===== src/rtl/mul_arbiter.sv =====
// Round-robin share of one multicycle multiplier between two requesters; accept at T, mul_start at T+1, resp at T+3+N.
// One op in flight; resp_valid/resp_result hold until resp_ready, and no request is accepted meanwhile.
package common;
  localparam int XLEN_WIDTH = 32;

  typedef enum logic [3:0] {
    ALU_ADD,
    ALU_SUB,
    ALU_MUL,
    ALU_MULH,
    ALU_MULHSU,
    ALU_MULHU
  } alu_op_type;
endpackage

module mul_arbiter #(
  parameter int XLEN = common::XLEN_WIDTH,
  parameter int OP_W = $bits(common::alu_op_type)
) (
  input  logic            clk,
  input  logic            reset_n,
  input  logic [1:0]      req_valid,
  output logic [1:0]      req_ready,
  input  logic [OP_W-1:0] req_op0,
  input  logic [OP_W-1:0] req_op1,
  input  logic [XLEN-1:0] req_a0,
  input  logic [XLEN-1:0] req_b0,
  input  logic [XLEN-1:0] req_a1,
  input  logic [XLEN-1:0] req_b1,
  input  logic [1:0]      flush,
  output logic [1:0]      resp_valid,
  input  logic [1:0]      resp_ready,
  output logic [XLEN-1:0] resp_result,
  output logic            busy,
  output logic            mul_start,
  output logic [OP_W-1:0] mul_operation,
  output logic [XLEN-1:0] mul_operand1,
  output logic [XLEN-1:0] mul_operand2,
  input  logic [XLEN-1:0] mul_result,
  input  logic            mul_finish,
  input  logic            mul_ready
);

  typedef enum logic [1:0] {
    IDLE,
    START,
    WAIT,
    RESP
  } state_t;

  state_t          state_q;
  logic            gnt_q;
  logic            rr_ptr_q;
  logic            kill_q;
  logic [OP_W-1:0] op_q;
  logic [XLEN-1:0] a_q;
  logic [XLEN-1:0] b_q;
  logic [XLEN-1:0] result_q;
  logic [1:0]      resp_valid_q;
  logic            mul_start_q;
  logic            busy_q;

  logic [1:0]      elig;
  logic            gnt_d;
  logic            accept;

  // Contention goes to the pointer holder; otherwise the single eligible requester wins.
  always_comb begin
    elig   = req_valid & ~flush;
    gnt_d  = (elig == 2'b11) ? rr_ptr_q : elig[1];
    accept = reset_n && (state_q == IDLE) && mul_ready && (elig != 2'b00);
  end

  assign req_ready     = accept ? (gnt_d ? 2'b10 : 2'b01) : 2'b00;
  assign resp_valid    = resp_valid_q;
  assign resp_result   = result_q;
  assign busy          = busy_q;
  assign mul_start     = mul_start_q;
  assign mul_operation = op_q;
  assign mul_operand1  = a_q;
  assign mul_operand2  = b_q;

  always_ff @(posedge clk) begin
    if (!reset_n) begin
      state_q      <= IDLE;
      gnt_q        <= 1'b0;
      rr_ptr_q     <= 1'b0;
      kill_q       <= 1'b0;
      op_q         <= '0;
      a_q          <= '0;
      b_q          <= '0;
      result_q     <= '0;
      resp_valid_q <= 2'b00;
      mul_start_q  <= 1'b0;
      busy_q       <= 1'b0;
    end else begin
      case (state_q)
        IDLE: begin
          if (accept) begin
            op_q        <= gnt_d ? req_op1 : req_op0;
            a_q         <= gnt_d ? req_a1 : req_a0;
            b_q         <= gnt_d ? req_b1 : req_b0;
            gnt_q       <= gnt_d;
            rr_ptr_q    <= ~gnt_d;
            kill_q      <= 1'b0;
            mul_start_q <= 1'b1;
            busy_q      <= 1'b1;
            state_q     <= START;
          end
        end
        START: begin
          mul_start_q <= 1'b0;
          if (flush[gnt_q]) kill_q <= 1'b1;
          state_q <= WAIT;
        end
        WAIT: begin
          // The multiplier cannot be aborted, so a killed op still waits out mul_finish.
          if (mul_finish) begin
            if (kill_q || flush[gnt_q]) begin
              busy_q  <= 1'b0;
              state_q <= IDLE;
            end else begin
              result_q     <= mul_result;
              resp_valid_q <= gnt_q ? 2'b10 : 2'b01;
              state_q      <= RESP;
            end
          end else if (flush[gnt_q]) begin
            kill_q <= 1'b1;
          end
        end
        RESP: begin
          if (resp_ready[gnt_q] || flush[gnt_q]) begin
            resp_valid_q <= 2'b00;
            busy_q       <= 1'b0;
            state_q      <= IDLE;
          end
        end
        default: state_q <= IDLE;
      endcase
    end
  end

endmodule


===== config.mk =====
export PLATFORM = sky130hd
export DESIGN_NAME = mul_arbiter
export DESIGN_NICKNAME = d
export VERILOG_FILES = /design/src/rtl/mul_arbiter.sv
export SDC_FILE = /design/constraint.sdc
export NUM_CORES = 1
export LEC_CHECK = 0
export ABC_AREA = 0
export CORE_ASPECT_RATIO = 1.5
export CORE_MARGIN = 10
export CORE_UTILIZATION = 35
export CTS_CLUSTER_SIZE = 8
export DETAILED_ROUTE_END_ITERATION = 16
export PLACE_DENSITY_LB_ADDON = 0.3
export SLEW_MARGIN = 20
export SYNTH_ARGS = -nofsm -noshare
export SYNTH_HDL_FRONTEND = slang
export SYNTH_SLANG_ARGS = --single-unit

===== constraint.sdc =====
create_clock -name clk -period 2.9 [get_ports clk]
set_input_delay 0.29 -clock clk [delete_from_list [all_inputs] [get_ports clk]]
set_output_delay 0.29 -clock clk [all_outputs]
set_load 0.1 [all_outputs]

==> metrics.csv <==
metric,value,unit
coreArea,12510,µm²
htree_levels,3,
syn-cell-area,4489,µm²
cp_cell_sequence,inv_1 > ha_1 > and3_1 > o21ai_2 > nor2_1 > buf_12,
path_buf_inv,2,
fill_cells,1103,
period_share,73.11,%
synthMuxAreaShare,0.2230,%
worstPathArrival,1.83,ns
fin_crit,2.120,ns
vias,4652,
cpPeakStageDelay,0.34,ns
finalSetupViolations,0,
synthMostInstantiatedCell,nand2_1,
num_antenna_cells,0,
cts_buffers,9,
yosys.area.top_type_share,48.61,%
gr-usage-met2,32.04,%
synthAdderAreaFrac,1.115,%
critPathLaunchType,register,
power_density,620.2,nW/µm²
grtUsageMet3,8.023,%
power.leakage,2.882,nW
ant_nets,0,
drc,0,
overflow,0,
setup_tns,0,ns
worst-path-max-fanout,6,
synth-seq-cells,109,
grt_usage,17.50,%
tightest_slew,0.6462,ns
antenna_found_initial,0,
yosysUniqueCellTypes,38,
finalMaxSlewViolations,0,
tritoncts,done,
ys_warn_count,0,
clkTransAtPathRegs,0.07,ns
clock-root-buffer,clkbuf_16,
max-slew-margin-rel,55.81,%
use_met1,16.47,%
area_growth,66.36,%
synth_area_leaders,"dfxtp_1 (49%), a22oi_1 (12%), nand2_1 (9.8%)",
hold_path_class,register to register,
cts_hold_buf,0,
cp_top_family,simple AND/OR/NAND/NOR gates,
post-dp-hpwl,13630,µm
finClkSkew,0.007859,ns
synth_edf_count,0,
ys_seq_area_share,48.61,%
ioPinCount,284,
grt_max_degree,69,
peakVddDrop,0.3206,mV
crit_type,register to output pin,
die-area,17850,µm²
start_util,35.88,%
num_rows,50,
drt_pre_antenna_iters,4,
drt_iter0_drc,227,
synth_flop_cell,dfxtp_1,
grt_setup_unrepaired,no,
hold_viol_final,0,
synth_xor_xnor_area_share,0,%
wl_per_cell,17.94,µm
finalPower,4.632,mW
ctsResizeCount,0,
synth_compound_area_share,29.63,%
fin_nets,949,
worstSetupEndpointType,output pin,
synth_top_family_by_area,compound AO/OA/AOI/OAI gates,
synth_nets,690,
grt_pass1_vias,4863,
port_buffers,283,
synth.avg_cell_area,8.837,µm²
numClockSinks,109,
yosys.area_share.simple,15.44,%
drive_gt1_share,22.80,%
die_h,158.7,µm
async_flop_share,0,%
insertion_delay,0.34,ns
cp.required,2.61,ns
place.gp.congestion,0.7865,
cts_setup_buffers,0,
synth_common_cells,"nand2_1 (117), dfxtp_1 (109), a22oi_1 (69)",
status,completed,
yosysTopAreaCell,dfxtp_1,
vias_per_cell,5.013,
fmax,0.4716,GHz
drt_wl_total,16650,µm
die_width,112.5,µm
clockBufferDepth,2,
top_usage_layer,met2,
critPathSlowestCell,dfxtp_1,
synth_cells,508,
grt_pass1_wl,25740,µm
maxCapViolCount,0,
## cells in the final DEF (no fill, tap or decap), types with 2 or more instances in the layout
cell type and count:
nand3_1 2, inv_1 3, a21boi_1 10, a31o_1 2
inv_6 2, a21boi_0 3, nand2_2 20, o21ai_1 5
clkbuf_16 9, nand2_1 117, nor2_1 2, a21boi_2 20
dfxtp_1 109, and3_1 3, a21oi_1 4, nor3_1 2
ha_1 4, o21ai_0 67, buf_12 5, nor2b_1 4
a22oi_1 69, a21o_1 2, buf_4 108, clkinv_2 2
clkdlybuf4s50_1 177
## cell families after synthesis
logic type | Yosys count
DFF | 109
buffers and inverters | 45
AOI/OAI and AO/OA | 191
and+or+nand+nor | 158
adders and majority gates | 4
muxes | 1
## state kept, by name, indices dropped and copies added, names as in the netlist
name and cells:
resp_result 32, kill_q 1, resp_valid 2, mul_operand1 32, mul_operand2 32, state_q 2
gnt_q 1, busy 1, mul_operation 4, mul_start 1, rr_ptr_q 1
## area by class of cell
class                           instances  area, µm²  share of cell area, %
Timing Repair Buffer                  290       2683                  35.92
Sequential cell                       109       2182                  29.22
Multi-Input combinational cell        354       2098                  28.10
Clock buffer                            9      225.2                  3.016
Tap cell                              156      195.2                  2.614
Clock inverter                          7      73.82                 0.9884
Inverter                                3      11.26                 0.1508
## worst min-delay path: stages, from the launching register on
cell and delay (ns):
dfxtp_1 0.31, nand2_1 0.05, o21ai_1 0.05
## path summary, 6_finish.rpt
path	start	end	slack (ns)	cells past startpoint
setup / recovery	state_q[1]	req_ready[0]	0.78	6
hold / removal	mul_operand1[23]	mul_operand1[23]	0.45	2
setup reg to reg	state_q[1]	busy	0.84	7
hold reg to reg	mul_operand1[23]	mul_operand1[23]	0.45	2
## report_power, final
part           internal, mW  total (mW)  switching (mW)
sequential             1.62        1.70          0.0776
clock                 0.675        1.22           0.544
combinational         0.507        1.71            1.20
total                  2.81        4.63            1.83
## stage by stage
stage,utilization [%],worst slack [ns],std cells,instance area [µm²],hold slack [ns]
after floorplan,-,0.4106,508,4489,0.4167
after global placement,57.30,0.7631,912,7169,0.4362
after detailed placement,57.30,0.5841,912,7169,0.4453
after CTS,59.69,0.7598,928,7468,0.4572
after global routing,59.69,0.6871,928,7468,0.4756
final,59.69,0.7797,928,7468,0.4533
## per-layer routing
metal | wire length (µm) | vias to the layer above
met5 | 0 | -
met4 | 440 | 0
met3 | 1626 | 25
met2 | 8776 | 198
met1 | 5802 | 2133
li1 | - | 2296
Power figures use the tool's default switching activity.
==> variant (config.mk and constraints unchanged) <==
`XLEN_WIDTH`: 32 -> 40.
--- a/src/rtl/mul_arbiter.sv
+++ b/src/rtl/mul_arbiter.sv
@@ -3,3 +3,3 @@
 package common;
-  localparam int XLEN_WIDTH = 32;
+  localparam int XLEN_WIDTH = 40;
 
Ports: changed (8 resized); port bits go from 284 to 348. The function was not compared with the original's and may differ.
==> variant against the unedited design <==
Global-route usage grew 3.0 points; final area grew 23%; synthesized area rose by 18%; critical path depth increased by 1; worst setup slack lost 0.22 ns; sequential share of layout area down 0.13 points; sequential cell count rose by 24; total power increased by 34%; utilization is 1.6 points higher; wire length up 33%; combinational power up 21%; die area up 15%; largest power group is now sequential cells; maximum frequency down 9.6%.
==> variant: results <==
{
  "place_inst": 1119,
  "synth_commonest_cells": "nand2_1, dfxtp_1, a22oi_1",
  "hold_depth": 3,
  "synth.area.mux_share_pct": 0.189,
  "cts_max_level": 4,
  "ff2ff_path_depth": 8,
  "synth.avg_cell_area_um2": 8.61,
  "grt_max_degree": 71,
  "diodes": 1,
  "clock_area_share_pct": 6.21,
  "finClkSkew_ns": 0.00869,
  "synth-seq-cells": 133,
  "sh_seq_area_pct": 29.1,
  "yosys.cell_types.count": 35,
  "gp_congestion": 0.831,
  "hold_path_end": "resp_result[5]",
  "cts_buffers": 17,
  "crit_family": "buffers and inverters",
  "hold_path.class": "in -> reg",
  "synth-compound-area-share_pct": 28.6,
  "synth-adder-area-share_pct": 0.947,
  "rr_endpoint": "mul_operand2[39]",
  "worstHoldStart": "mul_result[5]",
  "synth.yosys.seq_area_share_pct": 50.4,
  "port_buffers": 347,
  "dp_hpwl_mm": 17.0,
  "drtIter0Drc": 443,
  "p_leak_nw": 3.57,
  "drive_gt1_share_pct": 18.7,
  "clock_latency_ns": 0.41,
  "buf_share_pct": 36.1,
  "routed_wl_mm": 22.2,
  "final_cells": 1153,
  "outcome": "completed"
}
[variant: per-layer routing]
metal,vias to the layer above,routed length [um],GRT usage [%]
li1,2802,-,-
met1,2628,8120,21.6
met2,192,12000,37.2
met3,18,1660,6.96
met4,0,360,6.89
met5,-,0,0
[variant: power breakdown]
| group | internal [mW] | switching, mW | total [mW] |
|---|---|---|---|
| logic | 0.611 | 1.46 | 2.07 |
| clock network | 1.22 | 0.847 | 2.06 |
| registers | 1.98 | 0.0864 | 2.07 |
| total | 3.81 | 2.40 | 6.21 |
[variant: worst max-delay path by stage]
stage	from	endpoint	slack, ns	depth (start not counted)
2_1_floorplan	state_q[0]	req_ready[0]	0.42	5
3_3_place_gp	flush[1]	mul_operand2[23]	0.22	6
3_5_place_dp	flush[1]	mul_operand2[22]	0.19	6
4_1_cts	state_q[0]	req_ready[0]	0.54	7
5_1_grt	state_q[1]	req_ready[0]	0.43	7
6_report	state_q[1]	req_ready[0]	0.56	7
